`src/rtl/fan_pkg.sv`:
```
`default_nettype none
// +----------------------------------------------------------------------------+
// | fan_pkg                                                                    |
// | Shared fan speed codes, driver FSM state encodings and duty width.         |
// | Revision: 1.0                                                              |
// +----------------------------------------------------------------------------+
package fan_pkg;

    localparam int DUTY_W = 8;

    localparam logic [1:0] FAN_OFF  = 2'b00;
    localparam logic [1:0] FAN_LOW  = 2'b01;
    localparam logic [1:0] FAN_MED  = 2'b10;
    localparam logic [1:0] FAN_HIGH = 2'b11;

    localparam logic [2:0] ST_IDLE  = 3'd0;
    localparam logic [2:0] ST_KICK  = 3'd1;
    localparam logic [2:0] ST_RAMP  = 3'd2;
    localparam logic [2:0] ST_RUN   = 3'd3;
    localparam logic [2:0] ST_FAULT = 3'd4;

endpackage
`default_nettype wire

```
`src/rtl/fan_tach_monitor.sv`:
```
`default_nettype none
// +----------------------------------------------------------------------------+
// | fan_tach_monitor                                                           |
// | Tach synchroniser, rising-edge detect and stall timer.                     |
// | Revision: 1.0                                                              |
// +----------------------------------------------------------------------------+
module fan_tach_monitor
    import fan_pkg::*;
#(
    parameter int STALL_TIMEOUT = 20000
) (
    input  logic clk,
    input  logic rst,
    input  logic i_tach,
    input  logic i_active,
    output logic o_stall
);

    localparam logic [15:0] c_timeout = 16'(STALL_TIMEOUT);

    logic        r_sync1;
    logic        r_sync2;
    logic        r_prev;
    logic [15:0] r_quiet;
    logic        w_edge;

    assign w_edge = r_sync2 & ~r_prev;

    always_ff @(posedge clk) begin
        if (rst) begin
            r_sync1 <= 1'b0;
            r_sync2 <= 1'b0;
            r_prev  <= 1'b0;
            r_quiet <= '0;
        end else begin
            r_sync1 <= i_tach;
            r_sync2 <= r_sync1;
            r_prev  <= r_sync2;
            if (!i_active || w_edge) begin
                r_quiet <= '0;
            end else if (r_quiet < c_timeout) begin
                r_quiet <= r_quiet + 16'd1;
            end
        end
    end

    // A tach edge arriving on the timeout cycle rescues the fan.
    assign o_stall = i_active && !w_edge && (r_quiet >= c_timeout);

endmodule
`default_nettype wire

```
`src/rtl/fan_pwm_driver.sv`:
```
`default_nettype none
// +----------------------------------------------------------------------------+
// | fan_pwm_driver                                                             |
// | Fan PWM generator with spin-up kick, rate-limited ramp and stall fault.    |
// | Revision: 1.0                                                              |
// +----------------------------------------------------------------------------+
module fan_pwm_driver
    import fan_pkg::*;
#(
    parameter int PWM_PERIOD    = 100,
    parameter int DUTY_LOW      = 30,
    parameter int DUTY_MED      = 60,
    parameter int DUTY_HIGH     = 100,
    parameter int KICK_CYCLES   = 5000,
    parameter int RAMP_DIV      = 64,
    parameter int RAMP_STEP     = 1,
    parameter int STALL_TIMEOUT = 20000
) (
    input  logic              clk,
    input  logic              reset,
    input  logic              speed_set,
    input  logic [1:0]        fan_speed,
    input  logic              tach_in,
    output logic              pwm_out,
    output logic [DUTY_W-1:0] duty_cur,
    output logic              ramping,
    output logic              fan_fault
);

    localparam int KICK_W = $clog2(KICK_CYCLES + 1);
    localparam int DIV_W  = $clog2(RAMP_DIV + 1);

    localparam logic [DUTY_W-1:0] c_period      = DUTY_W'(PWM_PERIOD);
    localparam logic [DUTY_W-1:0] c_period_last = DUTY_W'(PWM_PERIOD - 1);
    localparam logic [DUTY_W-1:0] c_step        = DUTY_W'(RAMP_STEP);
    localparam logic [DUTY_W:0]   c_step_w      = (DUTY_W + 1)'(RAMP_STEP);
    localparam logic [KICK_W-1:0] c_kick_last   = KICK_W'(KICK_CYCLES - 1);
    localparam logic [DIV_W-1:0]  c_div_last    = DIV_W'(RAMP_DIV - 1);

    logic [DUTY_W-1:0] r_target;
    logic [2:0]        r_state;
    logic [DUTY_W-1:0] r_duty;
    logic [KICK_W-1:0] r_kick_cnt;
    logic [DIV_W-1:0]  r_div_cnt;
    logic              r_ramping;
    logic              r_fault;
    logic [DUTY_W-1:0] r_pwm_cnt;
    logic [DUTY_W-1:0] r_duty_applied;
    logic              r_pwm;

    logic              w_active;
    logic              w_stall;
    logic              w_go_safe;
    logic              w_div_tick;
    logic [DUTY_W:0]   w_up;
    logic [DUTY_W:0]   w_gap;
    logic [DUTY_W-1:0] w_next_duty;

    function automatic logic [DUTY_W-1:0] code_to_duty(input logic [1:0] code);
        case (code)
            FAN_LOW:  return DUTY_W'(DUTY_LOW);
            FAN_MED:  return DUTY_W'(DUTY_MED);
            FAN_HIGH: return DUTY_W'(DUTY_HIGH);
            default:  return '0;
        endcase
    endfunction

    fan_tach_monitor #(
        .STALL_TIMEOUT (STALL_TIMEOUT)
    ) u_tach (
        .clk      (clk),
        .rst      (reset),
        .i_tach   (tach_in),
        .i_active (w_active),
        .o_stall  (w_stall)
    );

    assign w_active   = (r_state == ST_KICK) || (r_state == ST_RAMP) || (r_state == ST_RUN);
    assign w_go_safe  = (r_target == '0) || w_stall || (r_state == ST_FAULT);
    assign w_div_tick = (r_div_cnt == c_div_last);

    // Step arithmetic is one bit wider so a step-up near 255 cannot wrap.
    always_comb begin
        w_up        = {1'b0, r_duty} + c_step_w;
        w_gap       = {1'b0, r_duty} - {1'b0, r_target};
        w_next_duty = r_duty;
        if (w_div_tick) begin
            if (r_duty < r_target) begin
                w_next_duty = (w_up > {1'b0, r_target}) ? r_target : w_up[DUTY_W-1:0];
            end else if (r_duty > r_target) begin
                w_next_duty = (w_gap <= c_step_w) ? r_target : (r_duty - c_step);
            end
        end
    end

    always_ff @(posedge clk) begin
        if (reset) begin
            r_target   <= '0;
            r_state    <= ST_IDLE;
            r_duty     <= '0;
            r_kick_cnt <= '0;
            r_div_cnt  <= '0;
            r_ramping  <= 1'b0;
            r_fault    <= 1'b0;
        end else begin
            if (speed_set) begin
                r_target <= code_to_duty(fan_speed);
            end
            if (w_active && (r_target == '0)) begin
                r_state   <= ST_IDLE;
                r_duty    <= '0;
                r_ramping <= 1'b0;
            end else if (w_stall) begin
                r_state   <= ST_FAULT;
                r_duty    <= '0;
                r_ramping <= 1'b0;
                r_fault   <= 1'b1;
            end else begin
                case (r_state)
                    ST_IDLE: begin
                        r_duty <= '0;
                        if (r_target != '0) begin
                            r_state    <= ST_KICK;
                            r_kick_cnt <= '0;
                            r_duty     <= c_period;
                            r_ramping  <= 1'b1;
                        end
                    end
                    ST_KICK: begin
                        if (r_kick_cnt == c_kick_last) begin
                            r_state   <= ST_RAMP;
                            r_div_cnt <= '0;
                        end else begin
                            r_kick_cnt <= r_kick_cnt + 1'b1;
                        end
                    end
                    ST_RAMP: begin
                        r_div_cnt <= w_div_tick ? '0 : (r_div_cnt + 1'b1);
                        r_duty    <= w_next_duty;
                        if (w_next_duty == r_target) begin
                            r_state   <= ST_RUN;
                            r_ramping <= 1'b0;
                        end
                    end
                    ST_RUN: begin
                        if (r_duty != r_target) begin
                            r_state   <= ST_RAMP;
                            r_div_cnt <= '0;
                            r_ramping <= 1'b1;
                        end
                    end
                    ST_FAULT: begin
                        r_duty  <= '0;
                        r_fault <= 1'b1;
                        if (r_target == '0) begin
                            r_state <= ST_IDLE;
                            r_fault <= 1'b0;
                        end
                    end
                    default: begin
                        r_state   <= ST_IDLE;
                        r_duty    <= '0;
                        r_ramping <= 1'b0;
                    end
                endcase
            end
        end
    end

    // Duty is only picked up at the period wrap so no runt pulse reaches the pad.
    always_ff @(posedge clk) begin
        if (reset) begin
            r_pwm_cnt      <= '0;
            r_duty_applied <= '0;
            r_pwm          <= 1'b0;
        end else begin
            r_pwm_cnt <= (r_pwm_cnt == c_period_last) ? '0 : (r_pwm_cnt + 1'b1);
            if (w_go_safe) begin
                r_duty_applied <= '0;
                r_pwm          <= 1'b0;
            end else begin
                r_pwm <= (r_pwm_cnt < r_duty_applied);
                if (r_pwm_cnt == c_period_last) begin
                    r_duty_applied <= r_duty;
                end
            end
        end
    end

    assign pwm_out   = r_pwm;
    assign duty_cur  = r_duty;
    assign ramping   = r_ramping;
    assign fan_fault = r_fault;

endmodule
`default_nettype wire

```
`config.mk`:
```
export PLATFORM = sky130hd
export DESIGN_NAME = fan_pwm_driver
export DESIGN_NICKNAME = d
export VERILOG_FILES = /design/src/rtl/fan_pkg.sv /design/src/rtl/fan_tach_monitor.sv /design/src/rtl/fan_pwm_driver.sv
export SDC_FILE = /design/constraint.sdc
export NUM_CORES = 1
export LEC_CHECK = 0
export CORE_MARGIN = 2
export CORE_UTILIZATION = 67
export CTS_CLUSTER_SIZE = 16
export DETAILED_ROUTE_END_ITERATION = 8
export GPL_TIMING_DRIVEN = 0
export PLACE_DENSITY = 0.86
export SYNTH_ARGS = -nofsm -noshare
export SYNTH_HDL_FRONTEND = slang
export SYNTH_SLANG_ARGS = --single-unit
```
`constraint.sdc`:
```
create_clock -name clk -period 12 [get_ports clk]
set_clock_uncertainty 0.1 [all_clocks]
set_input_delay 3.6 -clock clk [delete_from_list [all_inputs] [get_ports clk]]
set_output_delay 3.6 -clock clk [all_outputs]
set_load 0.05 [all_outputs]
```
==> results.cfg <==
[sta]
finalSetupViolCount = 0
worst_pin_slew_ns = 0.8004
rsz0062_at_grt = no
fmax_mhz = 184.7
finalCriticalPeriod_ns = 5.413
tns_ns = 0
fin_crit_sh = 0.4511
hold_ws_ns = 0.3378
finalMaxSlewViolations = 0
hold_violations = 0
slew_headroom = 0.4614

[yosys]
ys_seq_area_frac = 0.3052
synth_fa_ha_area_frac = 0.08146
ys_types = 70
synth_ff_type = dfxtp_1
yosysTopAreaCell = dfxtp_1
synth_top_family_by_area = simple AND/OR/NAND/NOR gates
synth_area_um2 = 4853
synth_xor_area_frac = 0.08662
synth_cells = 612
synth_compound_area_frac = 0.1830
synth_nets = 649
synthTopCellsByArea = dfxtp_1 31%, ha_1 7.7%, nor2_1 7.4%, xor2_1 4.9%, xnor2_1 3.8%
async_flop_share = 0
yosysTopAreaCellShare = 0.3052
yosysWarnings = 0
syn_avg_cell_area_um2 = 7.930
synth_edf_count = 0
synth_seq_cells = 74
yosys.area_share.simple = 0.2495
synth_mux_area_frac = 0.03996

[routing]
drc_errors = 0
vias_per_cell = 6.354
vias = 4721
routedWlPerCell_um = 17.40
dr.pass1.iters = 7
drt_iter0_markers = 467
ant_nets = 0
drt_wl_total_um = 12930

[critical_path]
critPathRequiredTime_ns = 8.30
r2r_start = duty_cur[2]
crit_fanout = 6
cpLargestDelayFamily = buffers and inverters
r2r_slack_ns = 7.00
critPathKind = flop to primary output
critPathLaunchType = flop
critPathBufInv = 1
path_cells = clkdlybuf4s50_1
slowest_delay_ns = 0.86
arrival_ns = 1.71
crit_slowest_cell = clkdlybuf4s50_1
worstReg2RegEnd = r_state[0]
reg2reg_depth = 13
end_kind = primary output

[layout]
fin_nets = 676
syn_to_final_growth_pct = 9.719
n_antenna_cell = 0
final_cell_mix = 96 x nor2_1, 74 x dfxtp_1, 38 x nand2_1, 30 x inv_1, 30 x ha_1
drive_above_1_share = 0.05745
final_common_cell = nor2_1

[die]
die_area_um2 = 7941
die_w_um = 89.11
rows = 31
die_h_um = 89.11
start_util = 0.6800
io_pins = 17
fp.coreArea_um2 = 7137

[run_status]
status = finished, final reports clean

[clock_tree]
cts_sinks = 74
clock-root-buffer = clkbuf_8
postCtsSetupRepairBufs = 0
clockBufferDepth = 2
cts_tree = built
clk_latency_ns = 0.35
hold_buffers = 0
cts_resized = 0
clk_pin_slew_ns = 0.09
cts_buffers = 9
htreeDepth = 3

[worst_hold_path]
hp-start = u_tach.r_quiet[15]
hold_path_depth = 2
hp-class = flop to flop
min_to = u_tach.r_quiet[15]

[job]
drv_cap = 0

[global_routing]
grt_pass1_vias = 4298
grt_max_degree = 14
grt_remaining_overflow = 0
track_usage = 0.3351
antenna_found_initial = 0
grt_pass1_wl_um = 20610

[power]
power.density_nw_per_um2 = 171.0
design_power_total_uw = 910.6
p_leak_nw = 1.940
irDropWorstVdd_mv = 0.1164

[place]
place_hpwl_um = 9403
io_buffers = 15
gp_congestion = 0.9764
==> power breakdown <==
group / leakage, nW / total [mW] / switching, mW / internal, mW
clock: 0.0966 / 0.197 / 0.101 / 0.0966
sequential: 0.600 / 0.278 / 0.0165 / 0.262
combinational: 1.24 / 0.435 / 0.286 / 0.149
total: 1.94 / 0.911 / 0.403 / 0.507
==> worst max path at each step <==
stage	endpoint	start	cells after the start
6_report	duty_cur[6]	duty_cur[6]	1
5_1_grt	duty_cur[6]	duty_cur[6]	1
4_1_cts	duty_cur[6]	duty_cur[6]	1
3_5_place_dp	duty_cur[5]	reset	5
3_3_place_gp	duty_cur[5]	reset	5
2_1_floorplan	pwm_out	reset	4
==> stage by stage <==
| stage | util | std cells | cell area, µm² | worst slack (ns) |
|---|---|---|---|---|
| final | 0.7461 | 743 | 5325 | 6.587 |
| after global routing | 0.7461 | 743 | 5325 | 6.572 |
| after CTS | 0.7454 | 742 | 5320 | 6.607 |
| after detailed placement | 0.7184 | 726 | 5127 | 6.600 |
| after global placement | 0.7184 | 726 | 5127 | 6.603 |
| after floorplan | - | 612 | 4853 | 7.351 |
==> flip-flops by register name, indices dropped and copies added, names as in the netlist <==
| signal | count |
|---|---|
| r_state | 3 |
| r_duty_applied | 8 |
| u_tach.r_quiet | 16 |
| pwm_out | 1 |
| r_pwm_cnt | 8 |
| r_target | 5 |
| r_div_cnt | 7 |
| r_kick_cnt | 13 |
| u_tach.r_sync1 | 1 |
| ramping | 1 |
| u_tach.r_prev | 1 |
| fan_fault | 1 |
| u_tach.r_sync2 | 1 |
| duty_cur | 8 |
==> cells by family after synthesis <==
| group | Yosys count |
|---|---|
| buffers and inverters | 68 |
| muxes | 19 |
| DFF | 74 |
| and+or+nand+nor | 248 |
| AOI/OAI and AO/OA | 124 |
| xor gates and xnor gates | 48 |
| adders and majority gates | 31 |
==> routing by layer <==
| metal | vias up | track usage | share of wire |
|---|---|---|---|
| li1 | 2238 | - | - |
| met1 | 2170 | 0.4390 | 0.40 |
| met2 | 265 | 0.5401 | 0.47 |
| met3 | 48 | 0.07572 | 0.10 |
| met4 | 0 | 0.1275 | 0.032 |
| met5 | - | 0 | 0 |
==> worst min-delay path, delay by kind of cell, from the launching register on <==
kind	cells	cell delay, ns
buffers and inverters	1	0.05
DFF	1	0.32
and+or+nand+nor	1	0.04
==> Yosys cell counts (all sizes together), types with 3 or more instances <==
| master | n |
|---|---|
| dfxtp | 74 |
| or4 | 3 |
| mux2i | 16 |
| o21ai | 21 |
| inv | 31 |
| and3 | 6 |
| nor4 | 8 |
| a31oi | 11 |
| mux2 | 3 |
| a21o | 13 |
| a21oi | 24 |
| and4 | 4 |
| or3 | 4 |
| xnor2 | 21 |
| nand2 | 39 |
| a22oi | 3 |
| a311oi | 6 |
| nand3 | 26 |
| ha | 30 |
| a211oi | 6 |
| a221oi | 4 |
| nor2 | 96 |
| o311ai | 3 |
| buf | 9 |
| o21bai | 3 |
| nor3 | 19 |
| nand2b | 9 |
| nand4 | 14 |
| and2 | 4 |
| nor2b | 5 |
| or2 | 3 |
| clkbuf | 28 |
| a211o | 4 |
| xor2 | 27 |
==> area by class of cell <==
type / instances / area [µm²]
clock buffer: 10 / 127.6
clock inverter: 6 / 65.06
tap: 99 / 123.9
inverter: 31 / 116.4
buffer: 37 / 146.4
sequential: 74 / 1481
timing repair buffer: 16 / 155.1
multi-input combinational: 470 / 3109
fill: 563 / 1812
Note: power is estimated with default switching activity, not from simulation.
==> RTL edit, RTL diff (same settings) <==
The parameter `KICK_CYCLES` goes from 5000 to 20000.
--- a/src/rtl/fan_pwm_driver.sv
+++ b/src/rtl/fan_pwm_driver.sv
@@ -11,7 +11,7 @@
     parameter int DUTY_LOW      = 30,
     parameter int DUTY_MED      = 60,
     parameter int DUTY_HIGH     = 100,
-    parameter int KICK_CYCLES   = 5000,
+    parameter int KICK_CYCLES   = 20000,
     parameter int RAMP_DIV      = 64,
     parameter int RAMP_STEP     = 1,
     parameter int STALL_TIMEOUT = 20000
Function: same outputs for any inputs over 4 cycles, from zero or initial values and one cycle with reset high; that may be too few to reach the edited logic, so the function may still have changed.
==> RTL edit against the original RTL <==
Sequential cell count grew 2; area after synthesis grew 0.15%; total power shrank 13%; wire length grew 0.19%; core utilization grew 0.14 points; worst setup slack lost 0.031 ns; cell area grew 0.19%; non-clock buffer count shrank 7; critical path type unchanged.
==> RTL edit: results (changes against the original RTL) <==
Reg2Reg Depth=12 (was 13); Arrival @ worst endpoint=1.74 ns (was 1.71 ns); period utilisation layout=0.454 (was 0.451); fraction of final layout cells sized beyond drive strength 1=0.0663 (was 0.0575); maximum number of pins on one net before global-route repair=18 (was 14); drt first pass iters=5 (was 7); number of nets produced by synthesis=655 (was 649); end of the critical path=duty_cur[2] (was duty_cur[6]); aggregate global-route resource usage=0.332 (was 0.335); worst slew margin relative to its limit=0.225 (was 0.461); largest stage delay on the critical path=0.88 ns (was 0.86 ns); status=finished, final reports clean (unchanged); standby leakage power=1.92 nW (was 1.94 nW); vias in the first global route=4273 (was 4298); worst-case setup slack after placement=6.73 ns (was 6.60 ns); biggest fanout along the worst timing path=7 (was 6); first-pass GRT wire length=20.4 mm (was 20.6 mm); starting DRC count in detailed routing=406 (was 467); critical register-to-register path endpoint=ramping$_SDFFE_PP0P_ (was r_state[0]$_SDFFE_PP0P_); cell types occupying the most area after synthesis=sky130_fd_sc_hd__dfxtp_1 31%, sky130_fd_sc_hd__ha_1 7.7%, sky130_fd_sc_hd__nor2_1 7.7% (was sky130_fd_sc_hd__dfxtp_1 31%, sky130_fd_sc_hd__ha_1 7.7%, sky130_fd_sc_hd__nor2_1 7.4%); dpl cells=732 (was 726); VDD IR-drop max=0.128 mV (was 0.116 mV); per-cell routed wire length=17.3 um (was 17.4 um); cell area reported after detailed placement=5130 um^2 (about the same); post-synthesis cell type count=71 (was 70); count of placed standard cells in the final layout, fillers left out=748 (was 743); leading cell types by count after synthesis=100 x sky130_fd_sc_hd__nor2_1, 76 x sky130_fd_sc_hd__dfxtp_1, 45 x sky130_fd_sc_hd__nand2_1, 36 x sky130_fd_sc_hd__a21oi_1, 31 x sky130_fd_sc_hd__inv_1 (was 96 x sky130_fd_sc_hd__nor2_1, 74 x sky130_fd_sc_hd__dfxtp_1, 38 x sky130_fd_sc_hd__nand2_1, 30 x sky130_fd_sc_hd__ha_1, 30 x sky130_fd_sc_hd__inv_1); number of nets in the layout=681 (was 676)
==> RTL edit: cell types whose count changed after synthesis, sizes merged, moves of 4 or more <==
cell / delta
a311oi: -5
nand4: -5
o211ai: +4
nor2: +4
xor2: -4
a21o: -8
nor3: -4
clkbuf: -9
or3: +4
a31oi: -4
nand2: +6
o21ai: +4
a21oi: +13
o22ai: +5
==> RTL edit: where the power goes <==
group / leakage (nW) / total, mW / switching (mW) / internal [mW]
combinational: 1.20 / 0.312 / 0.203 / 0.109
sequential: 0.616 / 0.278 / 0.0144 / 0.264
clock: 0.103 / 0.200 / 0.116 / 0.0834
==> RTL edit: metal layers <==
metal  wire length [um]  track usage  up-vias  part of all wire
li1                   -            -     2238                 -
met1               5210        0.423     2233              0.40
met2               6320        0.564      229              0.49
met3               1050       0.0693       43             0.081
met4                367        0.102        0             0.028
met5                  0            0        -                 0
==> RTL edit: how the worst min path moves through the flow <==
| stage | from | to | slack (ns) | cells past startpoint |
|---|---|---|---|---|
| after global placement | u_tach.r_sync2$_SDFF_PP0_ | u_tach.r_prev$_SDFF_PP0_ | 0.31 | 2 |
| after floorplan | u_tach.r_sync2$_SDFF_PP0_ | u_tach.r_prev$_SDFF_PP0_ | 0.30 | 2 |
| final | u_tach.r_quiet[15]$_SDFFE_PP0P_ | u_tach.r_quiet[15]$_SDFFE_PP0P_ | 0.35 | 2 |
| after detailed placement | u_tach.r_sync2$_SDFF_PP0_ | u_tach.r_prev$_SDFF_PP0_ | 0.33 | 2 |
| after CTS | u_tach.r_sync2$_SDFF_PP0_ | u_tach.r_prev$_SDFF_PP0_ | 0.34 | 2 |
| after global routing | u_tach.r_sync2$_SDFF_PP0_ | u_tach.r_prev$_SDFF_PP0_ | 0.36 | 2 |
==> RTL edit: area by class of cell <==
cell class	count	area, um^2
well taps	99	124
plain buffers	31	129
clock inverters	7	76.3
repair buffers	15	150
inverters	31	116
multi-input cells	480	3090
flip-flops and latches	76	1520
clock buffers	9	124
fillers	575	1800
==> RTL edit: cells by family (layout without fill, tap and decap cells) <==
logic type,count (synthesis),count (layout),synth area share
AND/OR/NAND/NOR,261,261,0.268
AO/OA/AOI/OAI,129,129,0.176
flip-flops,76,76,0.313
buffers and inverters,62,93,0.0504
XOR/XNOR,41,41,0.0739
adder cells (fa/ha/maj),31,31,0.0813
multiplexers,18,18,0.0376
==> RTL edit: tightest hold or removal path: cells and delay by family, from the launching register on <==
family,cells,cell delay [ns]
flip-flops,1,0.33
buffers and inverters,1,0.05
AND/OR/NAND/NOR,1,0.03
